`config.mk`:
```
export PLATFORM = sky130hd
export DESIGN_NAME = dmem_arbiter_flat
export DESIGN_NICKNAME = d
export VERILOG_FILES = /design/src/rtl/dmem_arb_pkg.sv /design/src/rtl/dmem_arbiter_if.sv /design/src/rtl/dmem_arb_hold_cnt.sv /design/src/rtl/dmem_arbiter.sv /design/src/flat_wrapper.sv
export SDC_FILE = /design/constraint.sdc
export NUM_CORES = 1
export LEC_CHECK = 0
export ABC_AREA = 0
export BUFFER_PORTS_ARGS = -buffer_cell sky130_fd_sc_hd__buf_2
export CORE_AREA = 2 2 85 87
export CTS_BUF_LIST = sky130_fd_sc_hd__clkbuf_8
export DETAILED_ROUTE_END_ITERATION = 10
export DIE_AREA = 0 0 87 89
export SETUP_SLACK_MARGIN = 0.4
export SYNTH_ARGS = -nofsm -noshare
export SYNTH_HDL_FRONTEND = slang
export SYNTH_SLANG_ARGS = --single-unit
```
`constraint.sdc`:
```
create_clock -name clk -period 2.7 [get_ports clk]
set_input_delay 0.81 -clock clk [delete_from_list [all_inputs] [get_ports clk]]
set_output_delay 0.81 -clock clk [all_outputs]
set_load 0.05 [all_outputs]
```
`src/rtl/dmem_arb_pkg.sv`:
```
// rtl/dmem_arb_pkg.sv - shared types and constants for the data-memory arbiter
// Purpose: ownership state enum and port index constants.
// Ports: none (package).
package dmem_arb_pkg;

  typedef enum logic [1:0] {
    IDLE = 2'd0,
    OWN0 = 2'd1,
    OWN1 = 2'd2
  } arb_state_e;

  localparam logic PORT_CPU = 1'b0;
  localparam logic PORT_AUX = 1'b1;

endpackage

```
`src/rtl/dmem_arbiter_if.sv`:
```
// rtl/dmem_arbiter_if.sv - request/grant and memory bus bundle for the arbiter
// Purpose: groups both requester ports and the RAM-side bus.
// Ports (signals): pN_req/pN_we/pN_addr/pN_wdata from requesters, pN_gnt/pN_rvalid
//   and shared rdata back to them; mem_en/mem_we/mem_addr/mem_wdata to the RAM,
//   mem_rdata from the RAM. Modport slave is the arbiter side, master the environment.
interface dmem_arbiter_if #(
  parameter int ADDR_W = 16,
  parameter int DATA_W = 32
);

  logic              p0_req;
  logic              p0_we;
  logic [ADDR_W-1:0] p0_addr;
  logic [DATA_W-1:0] p0_wdata;
  logic              p0_gnt;
  logic              p0_rvalid;

  logic              p1_req;
  logic              p1_we;
  logic [ADDR_W-1:0] p1_addr;
  logic [DATA_W-1:0] p1_wdata;
  logic              p1_gnt;
  logic              p1_rvalid;

  logic [DATA_W-1:0] rdata;

  logic              mem_en;
  logic              mem_we;
  logic [ADDR_W-1:0] mem_addr;
  logic [DATA_W-1:0] mem_wdata;
  logic [DATA_W-1:0] mem_rdata;

  modport slave (
    input  p0_req, p0_we, p0_addr, p0_wdata,
    input  p1_req, p1_we, p1_addr, p1_wdata,
    input  mem_rdata,
    output p0_gnt, p0_rvalid, p1_gnt, p1_rvalid, rdata,
    output mem_en, mem_we, mem_addr, mem_wdata
  );

  modport master (
    output p0_req, p0_we, p0_addr, p0_wdata,
    output p1_req, p1_we, p1_addr, p1_wdata,
    output mem_rdata,
    input  p0_gnt, p0_rvalid, p1_gnt, p1_rvalid, rdata,
    input  mem_en, mem_we, mem_addr, mem_wdata
  );

endinterface

```
`src/rtl/dmem_arb_hold_cnt.sv`:
```
// rtl/dmem_arb_hold_cnt.sv - consecutive-access counter bounding owner tenure
// Purpose: counts owner accesses while the other port waits; flags the last allowed one.
// Ports: clk, nRst (sync active-low), clear, incr in; expire out (count == MAX_HOLD-1).
module dmem_arb_hold_cnt #(
  parameter int MAX_HOLD = 8
) (
  input  logic clk,
  input  logic nRst,
  input  logic clear,
  input  logic incr,
  output logic expire
);

  localparam int CW = (MAX_HOLD > 1) ? $clog2(MAX_HOLD) : 1;
  localparam logic [CW-1:0] LAST = CW'(MAX_HOLD - 1);

  logic [CW-1:0] count_q;

  // No saturation: the forced handover on expire clears the count first.
  always_ff @(posedge clk) begin
    if (!nRst)
      count_q <= '0;
    else if (clear)
      count_q <= '0;
    else if (incr)
      count_q <= count_q + 1'b1;
  end

  assign expire = (count_q == LAST);

endmodule

```
`src/rtl/dmem_arbiter.sv`:
```
// rtl/dmem_arbiter.sv - two-port arbiter for the single-port data RAM
// Purpose: registered ownership FSM (IDLE/OWN0/OWN1), owner mux to RAM, per-port
//   registered read-valid. Port 0 is the CPU, port 1 the auxiliary master.
// Ports: clk, nRst (sync active-low), bus (dmem_arbiter_if.slave).
// Build option: DMEM_ARB_RR_EN selects least-recently-granted tie-break in IDLE;
//   undefined gives port 0 fixed priority.
module dmem_arbiter
  import dmem_arb_pkg::*;
#(
  parameter int MAX_HOLD = 8
) (
  input logic           clk,
  input logic           nRst,
  dmem_arbiter_if.slave bus
);

  arb_state_e state_q, state_d;
  logic gnt0, gnt1;
  logic req_y;
  logic expire;
  logic hold_clear;
  logic access;
  logic tie_to_aux;
  logic p0_rvalid_q, p1_rvalid_q;

  assign gnt0 = (state_q == OWN0);
  assign gnt1 = (state_q == OWN1);
  assign access = (gnt0 & bus.p0_req) | (gnt1 & bus.p1_req);

`ifdef DMEM_ARB_RR_EN
  logic last_q;

  // Resets to the aux port so the first tie goes to the CPU.
  always_ff @(posedge clk) begin
    if (!nRst)
      last_q <= PORT_AUX;
    else if (state_d != state_q) begin
      if (state_d == OWN0)
        last_q <= PORT_CPU;
      else if (state_d == OWN1)
        last_q <= PORT_AUX;
    end
  end

  assign tie_to_aux = (last_q == PORT_CPU);
`else
  assign tie_to_aux = 1'b0;
`endif

  always_ff @(posedge clk) begin
    if (!nRst)
      state_q <= IDLE;
    else
      state_q <= state_d;
  end

  always_comb begin
    state_d = state_q;
    case (state_q)
      IDLE: begin
        if (bus.p0_req && bus.p1_req)
          state_d = tie_to_aux ? OWN1 : OWN0;
        else if (bus.p0_req)
          state_d = OWN0;
        else if (bus.p1_req)
          state_d = OWN1;
      end
      OWN0: begin
        if (!bus.p0_req)
          state_d = bus.p1_req ? OWN1 : IDLE;
        else if (bus.p1_req && expire)
          state_d = OWN1;
      end
      OWN1: begin
        if (!bus.p1_req)
          state_d = bus.p0_req ? OWN0 : IDLE;
        else if (bus.p0_req && expire)
          state_d = OWN0;
      end
      default: state_d = IDLE;
    endcase
  end

  // The count only matters while the non-owner is actually waiting.
  always_comb begin
    req_y = 1'b0;
    if (gnt0)
      req_y = bus.p1_req;
    else if (gnt1)
      req_y = bus.p0_req;
  end

  assign hold_clear = (state_d != state_q) || !req_y;

  dmem_arb_hold_cnt #(.MAX_HOLD(MAX_HOLD)) u_hold_cnt (
    .clk    (clk),
    .nRst   (nRst),
    .clear  (hold_clear),
    .incr   (access),
    .expire (expire)
  );

  always_comb begin
    bus.mem_en    = 1'b0;
    bus.mem_we    = 1'b0;
    bus.mem_addr  = '0;
    bus.mem_wdata = '0;
    if (gnt0) begin
      bus.mem_en    = bus.p0_req;
      bus.mem_we    = bus.p0_req & bus.p0_we;
      bus.mem_addr  = bus.p0_addr;
      bus.mem_wdata = bus.p0_wdata;
    end else if (gnt1) begin
      bus.mem_en    = bus.p1_req;
      bus.mem_we    = bus.p1_req & bus.p1_we;
      bus.mem_addr  = bus.p1_addr;
      bus.mem_wdata = bus.p1_wdata;
    end
  end

  // RAM is synchronous, so read data appears the cycle after the access edge.
  always_ff @(posedge clk) begin
    if (!nRst) begin
      p0_rvalid_q <= 1'b0;
      p1_rvalid_q <= 1'b0;
    end else begin
      p0_rvalid_q <= gnt0 & bus.p0_req & ~bus.p0_we;
      p1_rvalid_q <= gnt1 & bus.p1_req & ~bus.p1_we;
    end
  end

  assign bus.p0_gnt    = gnt0;
  assign bus.p1_gnt    = gnt1;
  assign bus.p0_rvalid = p0_rvalid_q;
  assign bus.p1_rvalid = p1_rvalid_q;
  assign bus.rdata     = bus.mem_rdata;

endmodule
```
`src/flat_wrapper.sv`:
```
// flat-port wrapper written by rule: the top's interface ports become plain ports
module dmem_arbiter_flat import dmem_arb_pkg::*;
#(
  parameter int MAX_HOLD = 8
)
  (clk, nRst, bus_p0_req, bus_p0_we, bus_p0_addr, bus_p0_wdata, bus_p1_req, bus_p1_we, bus_p1_addr, bus_p1_wdata, bus_mem_rdata, bus_p0_gnt, bus_p0_rvalid, bus_p1_gnt, bus_p1_rvalid, bus_rdata, bus_mem_en, bus_mem_we, bus_mem_addr, bus_mem_wdata);
  dmem_arbiter_if bus_i ();
  input logic clk;
  input logic nRst;
  input wire logic [$bits(bus_i.p0_req)-1:0] bus_p0_req;
  input wire logic [$bits(bus_i.p0_we)-1:0] bus_p0_we;
  input wire logic [$bits(bus_i.p0_addr)-1:0] bus_p0_addr;
  input wire logic [$bits(bus_i.p0_wdata)-1:0] bus_p0_wdata;
  input wire logic [$bits(bus_i.p1_req)-1:0] bus_p1_req;
  input wire logic [$bits(bus_i.p1_we)-1:0] bus_p1_we;
  input wire logic [$bits(bus_i.p1_addr)-1:0] bus_p1_addr;
  input wire logic [$bits(bus_i.p1_wdata)-1:0] bus_p1_wdata;
  input wire logic [$bits(bus_i.mem_rdata)-1:0] bus_mem_rdata;
  output wire logic [$bits(bus_i.p0_gnt)-1:0] bus_p0_gnt;
  output wire logic [$bits(bus_i.p0_rvalid)-1:0] bus_p0_rvalid;
  output wire logic [$bits(bus_i.p1_gnt)-1:0] bus_p1_gnt;
  output wire logic [$bits(bus_i.p1_rvalid)-1:0] bus_p1_rvalid;
  output wire logic [$bits(bus_i.rdata)-1:0] bus_rdata;
  output wire logic [$bits(bus_i.mem_en)-1:0] bus_mem_en;
  output wire logic [$bits(bus_i.mem_we)-1:0] bus_mem_we;
  output wire logic [$bits(bus_i.mem_addr)-1:0] bus_mem_addr;
  output wire logic [$bits(bus_i.mem_wdata)-1:0] bus_mem_wdata;
  assign bus_i.p0_req = bus_p0_req;
  assign bus_i.p0_we = bus_p0_we;
  assign bus_i.p0_addr = bus_p0_addr;
  assign bus_i.p0_wdata = bus_p0_wdata;
  assign bus_i.p1_req = bus_p1_req;
  assign bus_i.p1_we = bus_p1_we;
  assign bus_i.p1_addr = bus_p1_addr;
  assign bus_i.p1_wdata = bus_p1_wdata;
  assign bus_i.mem_rdata = bus_mem_rdata;
  assign bus_p0_gnt = bus_i.p0_gnt;
  assign bus_p0_rvalid = bus_i.p0_rvalid;
  assign bus_p1_gnt = bus_i.p1_gnt;
  assign bus_p1_rvalid = bus_i.p1_rvalid;
  assign bus_rdata = bus_i.rdata;
  assign bus_mem_en = bus_i.mem_en;
  assign bus_mem_we = bus_i.mem_we;
  assign bus_mem_addr = bus_i.mem_addr;
  assign bus_mem_wdata = bus_i.mem_wdata;
  dmem_arbiter #(.MAX_HOLD(MAX_HOLD)) u_core (.clk(clk), .nRst(nRst), .bus(bus_i));
endmodule
```
======== Yosys cells after proc, flatten, opt, wreduce, memory -nomap -nowiden ========
Index checks and enable logic that the tools add are counted.
operators by class
  reductions and logical operators ........ 7
  bitwise logic cells ..................... 10
  add/subtract/negate cells ............... 1
  eq/ne operators ......................... 4
  multiplexer cells ....................... 20
operators by type and width
  cell                   count
  $mux W32               2
  $mux W16               2
  $mux W2                8
  $mux W1                7
  $and A1 B1 Y1          6
  $pmux W2 S3            1
  $add A3 B1 Y3 const B  1
  $eq A3 B3 Y1 const B   1
  $logic_and A1 B1 Y1    3
  $not A1 Y1             3
  $eq A2 B1 Y1 const B   1
  $eq A2 B2 Y1 const B   1
  $logic_not A2 Y1       1
  $ne A2 B2 Y1           1
  $reduce_or A2 Y1       1
  $logic_not A1 Y1       1
  $logic_or A1 B1 Y1     1
  $or A1 B1 Y1           1
word-level totals
  flip-flop bits (word level) ............. 7
  word-level logic and storage cells ...... 46

======== Longest topological paths before layout ========
Gate-level depths: netlist of the first run.
  word-level depth ........................ 8
  mapped depth ............................ 6

======== Modules after synthesis ========
A second synthesis of the first run with hierarchy kept.
unflattened totals
  cell total of the unflattened synthesis .. 132
  area total of the unflattened synthesis .. 1119.8 um2
by module, submodules not included
  module             times used  seq. area each (um2)  area each (um2)  cells an instance
  dmem_arbiter       1           80.1                  988.4            120
  dmem_arb_hold_cnt  1           60.1                  131.4            12

======== Least setup slack after synthesis of the first run ========
OpenSTA, ideal clock, no wires.
  kind .................................... register to output
  from .................................... reg u_core.state_q[1]
  to ...................................... out bus_mem_wdata[22]
  arrival time ............................ 1.528 ns
  data required time ...................... 1.890 ns
  path slack .............................. 0.362 ns
  path buffers ............................ 3
  cell stages (with the launch flop) ...... 6
  cell sequence ........................... dfxtp_1 > buf_2 > nor2b_1 > buf_2 > buf_2 > a22o_1
on the way
  longest elaborated chain between the ends .. 3
RTL lines
  item                    RTL line             text
  from (decl)             dmem_arbiter.sv:17   arb_state_e state_q, state_d;
  from (signal assigned)  dmem_arbiter.sv:54   state_q <= state_d;
  $eq A2 B2 Y1            dmem_arbiter.sv:27   assign gnt1 = (state_q == OWN1);
  net bus_p1_gnt          flat_wrapper.sv:21   output wire logic [$bits(bus_i.p1_gnt)-1:0] bus_p1_gnt;
  $mux W32                dmem_arbiter.sv:113  end else if (gnt1) begin
  $mux W32                dmem_arbiter.sv:108  if (gnt0) begin
  to (decl)               flat_wrapper.sv:27   output wire logic [$bits(bus_i.mem_wdata)-1:0] bus_mem_wdata;
The timed path passes the listed nets, and every way through them passes these cells.

======== Worst setup path after layout of the first run ========
  from .................................... in bus_p1_req
  to ...................................... out bus_mem_we
on the way
  longest elaborated chain between the ends .. 3
RTL lines
  item           RTL line             text
  from (decl)    flat_wrapper.sv:14   input wire logic [$bits(bus_i.p1_req)-1:0] bus_p1_req;
  $and A1 B1 Y1  dmem_arbiter.sv:115  bus.mem_we = bus.p1_req & bus.p1_we;
  $mux W1        dmem_arbiter.sv:113
  $mux W1        dmem_arbiter.sv:108
  to (decl)      flat_wrapper.sv:25   output wire logic [$bits(bus_i.mem_we)-1:0] bus_mem_we;
Every way passes these cells.

==> results.py, run 1 <==
metrics = {
    "outcome": {
        "status": "completed",
    },
    "sta": {
        "slew_headroom_pct": 82.5,
        "rsz0062_at_grt": "yes",
        "slew_viol_final": 0,
        "fmax_mhz": 439,
        "period_minus_slack_ns": 2.28,
        "finalSetupViolCount": 0,
        "tightest_slew_ns": 0.265,
        "hold_viol_final": 0,
        "fin_crit_sh_pct": 84.4,
        "skew_ns": 0.00210,
        "tns_ns": 0,
    },
    "logic_synthesis": {
        "synth-edff-count": 0,
        "synth_top_cell_area_share_pct": 39.3,
        "synthTopCellsByArea": "a22o_1 39%, buf_4 23%, dfxtp_1 13%",
        "synth-main-ff-cell": "dfxtp_1",
        "synthCells": 132,
        "async_flop_share_pct": 0,
        "synth_common_cells": "49 x a22o_1, 34 x buf_4, 11 x buf_2",
        "ys_warn_count": 0,
        "synth.avg_cell_area_um2": 8.27,
        "synth_top_area_cell": "a22o_1",
        "synth_nets": 268,
        "yosysUniqueCellTypes": 22,
        "ys_seq_elements": 7,
        "netlist_area_mm2": 0.00109,
        "seq_area_frac_synth_pct": 12.8,
        "synth.most_common_cell": "a22o_1",
    },
    "setup_path": {
        "crit_arrival_ns": 1.47,
        "rr_startpoint": "u_core.u_hold_cnt.count_q[0]",
        "reg2reg_depth": 5,
        "critPathMaxFanout": 6,
        "r2r_slack_ns": 1.29,
        "worstPathRequired_ns": 1.89,
        "crit_type": "in2out",
        "end_kind": "output port",
        "r2r-end": "u_core.u_hold_cnt.count_q[0]",
        "startpoint_type": "input port",
    },
    "global_route": {
        "grt_use_total_pct": 10.8,
        "grt_pass1_vias": 1344,
        "antenna_found_initial": 0,
        "grt_pass1_wl_um": 6620,
        "grt_start_max_net_pins": 31,
        "grt.overflow.total": 0,
    },
    "min_path": {
        "whs_endpoint": "u_core.u_hold_cnt.count_q[1]",
        "hold_path.class": "reg2reg",
        "hp-start": "u_core.u_hold_cnt.count_q[1]",
        "worst_hold_path.num_cells": 2,
    },
    "routing": {
        "routed_wl_um": 4950,
        "wl_per_cell_um": 14.9,
        "ant_nets": 0,
        "vias": 1486,
        "drtPass1Iterations": 4,
        "drtIter0Drc": 41,
        "drc": 0,
        "vias_per_cell": 4.48,
    },
    "final_layout": {
        "num-nets-final": 389,
        "drive_gt1_share_pct": 71.8,
        "final.fill_count": 732,
        "antenna_cells": 0,
        "syn_to_final_growth_pct": 78.4,
        "design_area_mm2": 0.00195,
    },
    "cts": {
        "clock-root-buffer": "clkbuf_8",
        "cts-htree-levels": 1,
        "cts_tree": "done",
        "clkSinkCount": 7,
        "cts_hold_buf": 0,
        "clockBufferDepth": 2,
        "numCtsBuffers": 3,
        "clk_pin_slew_ns": 0.04,
        "clock_latency_ns": 0.23,
    },
    "power": {
        "ir_drop_mv": 0.230,
        "powerDensity_mw_per_mm2": 355,
        "p_leak_nw": 1.07,
    },
    "flow_run": {
        "cap_violations": 0,
    },
    "floorplan": {
        "dieArea_mm2": 0.00774,
        "die_x_um": 87,
        "rows": 30,
        "die-height_um": 89,
        "fp.coreArea_mm2": 0.00672,
        "io_pins": 220,
        "initial_utilization_pct": 16.3,
    },
    "placed_design": {
        "dp_hpwl_um": 4060,
        "place_congestion": 0.747,
        "place_area_mm2": 0.00171,
        "port_buffers": 155,
    },
}
==> cells in the final DEF, fill, tap and decap left out, drive strengths merged, types with 2 or more instances in the layout <==
cell	Yosys	layout
a21oi	3	3
a22o	49	49
and3b	2	2
buf	45	143
clkbuf	0	21
dfxtp	7	7
ha	2	2
nand2	3	3
nand3	2	2
nand3b	2	2
nor2b	3	3
nor3b	3	3
o21ai	4	4
==> cells by family (layout without fill, tap and decap cells) <==
kind of cell	count (synthesis)	after routing	synth area share, %
AOI/OAI and AO/OA	60	60	45.6
and+or+nand+nor	18	18	10.9
buffers and inverters	45	165	28.4
adders and majority gates	2	2	2.29
DFF	7	7	12.8
==> where the power goes <==
| group | total [mW] | switching, mW | leakage [nW] | internal, mW |
|---|---|---|---|---|
| registers | 0.110 | 0.00483 | 0.0581 | 0.105 |
| clock network | 0.149 | 0.0501 | 0.0269 | 0.0987 |
| logic | 0.432 | 0.267 | 0.982 | 0.165 |
==> worst max-delay path, cell delays in order <==
cell and delay, ns:
buf_6 0.10, and3b_2 0.19, a22o_1 0.21, buf_6 0.15
==> worst max-delay path by stage <==
stage | startpoint | endpoint | cells past startpoint
after floorplan | bus_p1_req | bus_mem_we | 2
after global placement | bus_p1_req | bus_mem_we | 4
after detailed placement | bus_p1_req | bus_mem_we | 4
after CTS | u_core.state_q[1] | bus_mem_wdata[9] | 4
after global routing | u_core.state_q[0] | bus_mem_wdata[7] | 4
final | bus_p1_req | bus_mem_we | 4
==> state kept, by name, summed over array words and instances (netlist names) <==
name,cells
u_core.bus.p0_rvalid,1
u_core.state_q,2
u_core.u_hold_cnt.count_q,3
u_core.bus.p1_rvalid,1
==> through the flow <==
| stage | total power [mW] | cells | setup slack, ns | hold WS, ns | util (%) |
|---|---|---|---|---|---|
| after global routing | 0.721 | 332 | 0.377 | 0.511 | 29.0 |
| after global placement | 0.505 | 326 | 0.316 | 0.463 | 25.5 |
| after detailed placement | 0.507 | 326 | 0.306 | 0.465 | 25.5 |
| final | 0.691 | 332 | 0.421 | 0.476 | 29.0 |
| after CTS | 0.684 | 332 | 0.378 | 0.471 | 28.1 |
| after floorplan | 0.504 | 132 | 0.434 | 0.446 | - |
==> final cells by class <==
cell class                      count  area [um^2]  area share [%]
Timing Repair Buffer              161          985            50.5
Clock inverter                      1         3.75           0.193
Multi-Input combinational cell     80          671            34.4
Clock buffer                        3         41.3            2.12
Sequential cell                     7          148            7.58
Tap cell                           80          100            5.14
==> layer usage <==
metal	wire length (um)	vias to the layer above	part of all wire (%)	global-route usage, %
li1	-	717	-	-
met1	1920	667	39	12.6
met2	2530	98	51	19.9
met3	462	4	9.3	2.49
met4	32	0	0.65	2.70
met5	0	-	0	0
==> timing repair <==
item                       in CTS  in global routing
setup buffers                   2                  0
cloned                          0                  0
setup endpoints to repair      51                 50
gates resized for setup        45                 22
pin swaps                       1                  0
No activity file was read; power rests on OpenSTA's default activity.
==> inputs of run 2 (changes only) <==
--- a/config.mk
+++ b/config.mk
@@ -7,10 +7,10 @@
 export LEC_CHECK = 0
 export ABC_AREA = 0
 export BUFFER_PORTS_ARGS = -buffer_cell sky130_fd_sc_hd__buf_2
-export CORE_AREA = 2 2 85 87
+export CORE_AREA = 2 2 86 88
 export CTS_BUF_LIST = sky130_fd_sc_hd__clkbuf_8
 export DETAILED_ROUTE_END_ITERATION = 10
-export DIE_AREA = 0 0 87 89
+export DIE_AREA = 0 0 88 90
 export SETUP_SLACK_MARGIN = 0.4
 export SYNTH_ARGS = -nofsm -noshare
 export SYNTH_HDL_FRONTEND = slang
==> constraint.sdc (replaced) <==
create_clock -name clk -period 2.3 [get_ports clk]
set_input_delay 0.69 -clock clk [delete_from_list [all_inputs] [get_ports clk]]
set_output_delay 0.69 -clock clk [all_outputs]
set_load 0.05 [all_outputs]
==> run 2 against run 1 <==
  * Combinational power grew 60%
  * Die area rose by 2.3%
  * Register-to-register slack got worse by 0.36 ns
  * Critical path depth is 2 higher
  * Flip-flop and latch count stayed put
  * Total power increased by 44%
  * Hold slack worse by 0.0089 ns
  * Clock power is 19% higher
  * Sequential share of layout area shrank 2.3 points
  * First-iteration DRC count down 39%
  * Sequential power up 15%
  * Final cell count up 11%
  * Highest routed layer unchanged
==> results.py, run 2 (synthesis gave the netlist of run 1 again) <==
metrics = {
    "power": {
        "internal-power_mw": 0.566,
        "powerDensity_mw_per_mm2": 363,
        "combPwrFrac_pct": 69.5,
        "p_leak_nw": 1.41,
        "swShare_pct": 43.1,
        "ir_drop_mv": 0.289,
        "power_mw": 0.994,
        "clkPwrFrac_pct": 17.8,
        "seq_power_share_pct": 12.7,
        "p_switching_mw": 0.428,
    },
    "sta": {
        "skew_ns": 0.00130,
        "slew_headroom_pct": 83.2,
        "period_minus_slack_ns": 2.12,
        "fmax_mhz": 471,
        "rsz0062_at_grt": "yes",
        "fin_crit_sh_pct": 92.3,
        "tns_ns": 0,
        "hold_viol_final": 0,
        "finalSetupViolCount": 0,
        "tightest_slew_ns": 0.253,
        "slew_viol_final": 0,
    },
    "placed_design": {
        "placed_cells": 346,
        "place_congestion": 0.777,
        "port_buffers": 155,
        "dp_hpwl_um": 3990,
    },
    "floorplan": {
        "initial_utilization_pct": 15.6,
        "fp.coreArea_mm2": 0.00702,
        "io_pins": 220,
        "dieArea_mm2": 0.00792,
        "die_x_um": 88,
        "rows": 31,
        "die-height_um": 90,
    },
    "cts": {
        "cts_hold_buf": 0,
        "numCtsBuffers": 3,
        "cts_tree": "done",
        "clk_pin_slew_ns": 0.04,
        "clock_latency_ns": 0.23,
        "clock-root-buffer": "clkbuf_8",
        "cts-htree-levels": 1,
        "clockBufferDepth": 2,
        "clkSinkCount": 7,
    },
    "final_layout": {
        "drive_gt1_share_pct": 88.4,
        "num-nets-final": 404,
        "final_cells": 367,
        "final.fill_count": 681,
        "top_regs": "u_core.u_hold_cnt.count_q (3), u_core.state_q (2)",
        "syn_to_final_growth_pct": 151,
        "largest_reg_flops": 3,
        "layout_commonest_cell": "buf_2",
        "largest-register": "u_core.u_hold_cnt.count_q",
        "final_cell_mix": "101 x buf_2, 30 x buf_8, 26 x a22o_4",
    },
    "routing": {
        "routed_wl_um": 5810,
        "drtPass1Iterations": 4,
        "drc": 0,
        "vias": 1594,
        "wl_per_cell_um": 15.8,
        "ant_nets": 0,
        "vias_per_cell": 4.34,
        "drtIter0Drc": 25,
    },
    "global_route": {
        "grt_use_total_pct": 12.2,
        "grt_start_max_net_pins": 27,
        "grt_pass1_wl_um": 7530,
        "grt_pass1_vias": 1545,
        "grt.overflow.total": 0,
        "antenna_found_initial": 1,
    },
    "min_path": {
        "hold_path.class": "reg2reg",
    },
    "setup_path": {
        "worstPathRequired_ns": 1.61,
        "startpoint_type": "flop",
        "critPathMaxFanout": 14,
        "crit_type": "reg2out",
        "r2r_slack_ns": 0.93,
        "crit_arrival_ns": 1.43,
        "end_kind": "output port",
    },
    "outcome": {
        "status": "completed",
    },
    "flow_run": {
        "cap_violations": 0,
    },
}
[run 2: changes by cell type in the layout (fill, tap and decap cells not counted), moves of 14 or more]
cell	previous run	this run
a22o_4	0	26
buf_4	33	12
clkbuf_4	18	0
a22o_1	40	0
buf_6	5	25
a22o_2	9	23
buf_8	2	30
[run 2: layout make-up]
class | instances | area, um^2 | area share [%]
clock inverters | 1 | 3.75 | 0.137
clock buffers | 3 | 41.3 | 1.51
well taps | 99 | 124 | 4.52
multi-input cells | 80 | 916 | 33.4
flip-flops and latches | 7 | 145 | 5.30
repair buffers | 176 | 1510 | 55.0
diodes | 1 | 2.50 | 0.0913
[run 2: worst max-delay path: stages (launching register included)]
cell	delay, ns
dfxtp_2	0.32
buf_6	0.12
nor2b_4	0.16
buf_4	0.15
buf_12	0.13
a22o_2	0.16
buf_8	0.15
[run 2: power by group through the flow]
stage,Combinational [mW],Clock (mW),Sequential (mW)
global route,0.719,0.186,0.126
CTS,0.655,0.178,0.126
floorplan,0.488,0,0.130
detailed placement,0.506,0,0.130
global placement,0.501,0,0.129
finish,0.691,0.177,0.126
[run 2: worst paths after layout]
kind | from | to | depth (start not counted)
worst max register to register | u_core.u_hold_cnt.count_q[0] | u_core.u_hold_cnt.count_q[0] | 5
worst min-delay path | u_core.u_hold_cnt.count_q[1] | u_core.u_hold_cnt.count_q[1] | 2
worst min register to register | u_core.u_hold_cnt.count_q[1] | u_core.u_hold_cnt.count_q[1] | 2
worst max-delay path | u_core.state_q[0] | bus_mem_wdata[6] | 6
[run 2: timing repair]
item,in CTS,in global routing
buffers inserted,8,5
pin swaps,2,4
gates cloned,2,1
setup endpoints to repair,52,52
resized for setup,139,24
[run 2: per-stage QoR]
step	hold WS (ns)	utilization [%]	cell area (um^2)	worst slack, ns
6_report	0.467	39.0	2740	0.177
2_1_floorplan	0.446	-	1230	0.388
3_3_place_gp	0.460	27.4	1920	0.130
4_1_cts	0.469	36.7	2580	0.185
5_1_grt	0.493	39.0	2740	0.101
3_5_place_dp	0.463	27.4	1920	0.114
[run 2: routing by layer]
layer / share of wire [%] / track usage, % / vias up
li1: - / - / 750
met1: 35 / 12.8 / 731
met2: 53 / 23.2 / 107
met3: 11 / 3.31 / 6
met4: 1.1 / 2.95 / 0
met5: 0 / 0 / -
==> inputs of run 3 (changes only) <==
--- a/config.mk
+++ b/config.mk
@@ -11,6 +11,7 @@
 export CTS_BUF_LIST = sky130_fd_sc_hd__clkbuf_8
 export DETAILED_ROUTE_END_ITERATION = 10
 export DIE_AREA = 0 0 88 90
+export REMOVE_ABC_BUFFERS = 1
 export SETUP_SLACK_MARGIN = 0.4
 export SYNTH_ARGS = -nofsm -noshare
 export SYNTH_HDL_FRONTEND = slang
==> run 3 against run 2 <==
  * Die area is the same
  * Fmax grew 0.76%
  * Non-clock buffer count shrank 1
  * Clock skew grew 0.0022 ns
  * Combinational power shrank 11%
  * Hold slack gained 0.0091 ns
  * Sequential power is essentially flat
  * Critical path depth shrank 2
  * Largest power group unchanged
==> results.py, run 3 (synthesis gave the netlist of run 1 again) <==
metrics = {
    "routing": {
        "drc": 0,
        "drtPass1Iterations": 4,
        "vias": 1601,
        "routed_wl_um": 6180,
        "vias_per_cell": 4.39,
        "wl_per_cell_um": 16.9,
        "ant_nets": 0,
        "drtIter0Drc": 81,
    },
    "sta": {
        "rsz0062_at_grt": "yes",
        "skew_ns": 0.00351,
        "slew_headroom_pct": 83.0,
        "finalSetupViolCount": 0,
        "period_minus_slack_ns": 2.11,
        "tightest_slew_ns": 0.257,
        "fin_crit_sh_pct": 91.6,
        "fmax_mhz": 475,
        "hold_viol_final": 0,
        "slew_viol_final": 0,
    },
    "global_route": {
        "grt_pass1_wl_um": 9000,
        "antenna_found_initial": 0,
        "grt.overflow.total": 0,
        "grt_use_total_pct": 14.7,
        "grt_pass1_vias": 1693,
        "grt_start_max_net_pins": 29,
    },
    "final_layout": {
        "antenna_cells": 0,
        "top_regs": "u_core.u_hold_cnt.count_q (3), u_core.state_q (2)",
        "layout_commonest_cell": "buf_2",
        "drive_gt1_share_pct": 69.9,
        "final_cells": 365,
        "design_area_mm2": 0.00238,
        "syn_to_final_growth_pct": 118,
        "num-nets-final": 403,
        "final.fill_count": 717,
        "largest-register": "u_core.u_hold_cnt.count_q",
        "largest_reg_flops": 3,
        "final_cell_mix": "102 x buf_2, 55 x buf_6, 49 x a22o_1",
    },
    "placed_design": {
        "place_congestion": 0.778,
        "placed_cells": 347,
        "port_buffers": 155,
        "dp_hpwl_um": 4280,
        "place_area_mm2": 0.00177,
    },
    "floorplan": {
        "rows": 31,
        "dieArea_mm2": 0.00792,
        "die_x_um": 88,
        "die-height_um": 90,
        "fp.coreArea_mm2": 0.00702,
        "initial_utilization_pct": 15.6,
        "io_pins": 220,
    },
    "cts": {
        "numCtsBuffers": 3,
        "cts-htree-levels": 1,
        "clock_latency_ns": 0.23,
        "cts_tree": "done",
        "clock-root-buffer": "clkbuf_8",
        "clkSinkCount": 7,
        "clk_pin_slew_ns": 0.04,
        "clockBufferDepth": 2,
    },
    "min_path": {
        "hold_path.class": "reg2reg",
        "worst_hold_path.num_cells": 2,
    },
    "setup_path": {
        "crit_type": "in2out",
        "startpoint_type": "input port",
        "worstPathRequired_ns": 1.61,
        "crit_arrival_ns": 1.42,
        "critPathMaxFanout": 6,
        "end_kind": "output port",
        "reg2reg_depth": 5,
    },
    "outcome": {
        "status": "completed",
    },
    "power": {
        "internal-power_mw": 0.513,
        "p_leak_nw": 1.22,
        "ir_drop_mv": 0.109,
        "clkPwrFrac_pct": 18.9,
        "seq_power_share_pct": 13.9,
        "combPwrFrac_pct": 67.2,
        "powerDensity_mw_per_mm2": 384,
        "p_switching_mw": 0.401,
        "swShare_pct": 43.9,
    },
    "flow_run": {
        "cap_violations": 0,
    },
}
[run 3: final timing paths]
check                                  to  slack [ns]                          from
max                            bus_mem_we        0.19                    bus_p1_req
min reg2reg  u_core.u_hold_cnt.count_q[2]        0.48  u_core.u_hold_cnt.count_q[2]
min          u_core.u_hold_cnt.count_q[2]        0.48  u_core.u_hold_cnt.count_q[2]
max reg2reg  u_core.u_hold_cnt.count_q[0]        0.94  u_core.u_hold_cnt.count_q[0]
[run 3: through the flow]
stage / setup slack [ns] / setup TNS [ns] / power, mW / utilization (%) / hold WS (ns)
after floorplan: -1.86 / -95.53 / 0.433 / - / 0.446
after global routing: 0.169 / 0 / 0.953 / 33.9 / 0.505
after detailed placement: 0.153 / 0 / 0.602 / 25.2 / 0.474
final: 0.193 / 0 / 0.914 / 33.9 / 0.476
after global placement: 0.160 / 0 / 0.599 / 25.2 / 0.468
after CTS: 0.210 / 0 / 0.901 / 32.7 / 0.480
[run 3: worst max-delay path, stage by stage]
cell     delay (ns)
buf_8          0.10
and3b_2        0.20
a22o_1         0.26
buf_6          0.16
[run 3: final cells by class]
| class | count | area (um^2) | share of cell area, % |
|---|---|---|---|
| timing repair buffer | 175 | 1410 | 59.2 |
| clock buffer | 3 | 41.3 | 1.74 |
| clock inverter | 1 | 3.75 | 0.158 |
| tap | 99 | 124 | 5.21 |
| sequential | 7 | 143 | 6.00 |
| multi-input combinational | 80 | 659 | 27.7 |
[run 3: layer usage]
layer | share of wire [%] | vias up | global-route usage, %
li1 | - | 748 | -
met1 | 41 | 736 | 17.5
met2 | 48 | 113 | 23.2
met3 | 11 | 4 | 7.35
met4 | 0.39 | 0 | 2.82
met5 | 0 | - | 7.69
[run 3: power groups by stage]
stage / sequential (mW) / combinational, mW / clock, mW
final: 0.127 / 0.614 / 0.173
after global routing: 0.127 / 0.647 / 0.179
after CTS: 0.127 / 0.599 / 0.175
after detailed placement: 0.129 / 0.472 / 0
after global placement: 0.129 / 0.470 / 0
after floorplan: 0.131 / 0.302 / 0
[run 3: what timing repair did]
item / CTS / global route
gates cloned: 3 / 1
buffers inserted: 6 / 4
resized for setup: 114 / 9
pin swaps: 20 / 14
hold buffers: 0 / 0
endpoints found under the setup margin: 52 / 52
hold endpoints to repair: 0 / 0
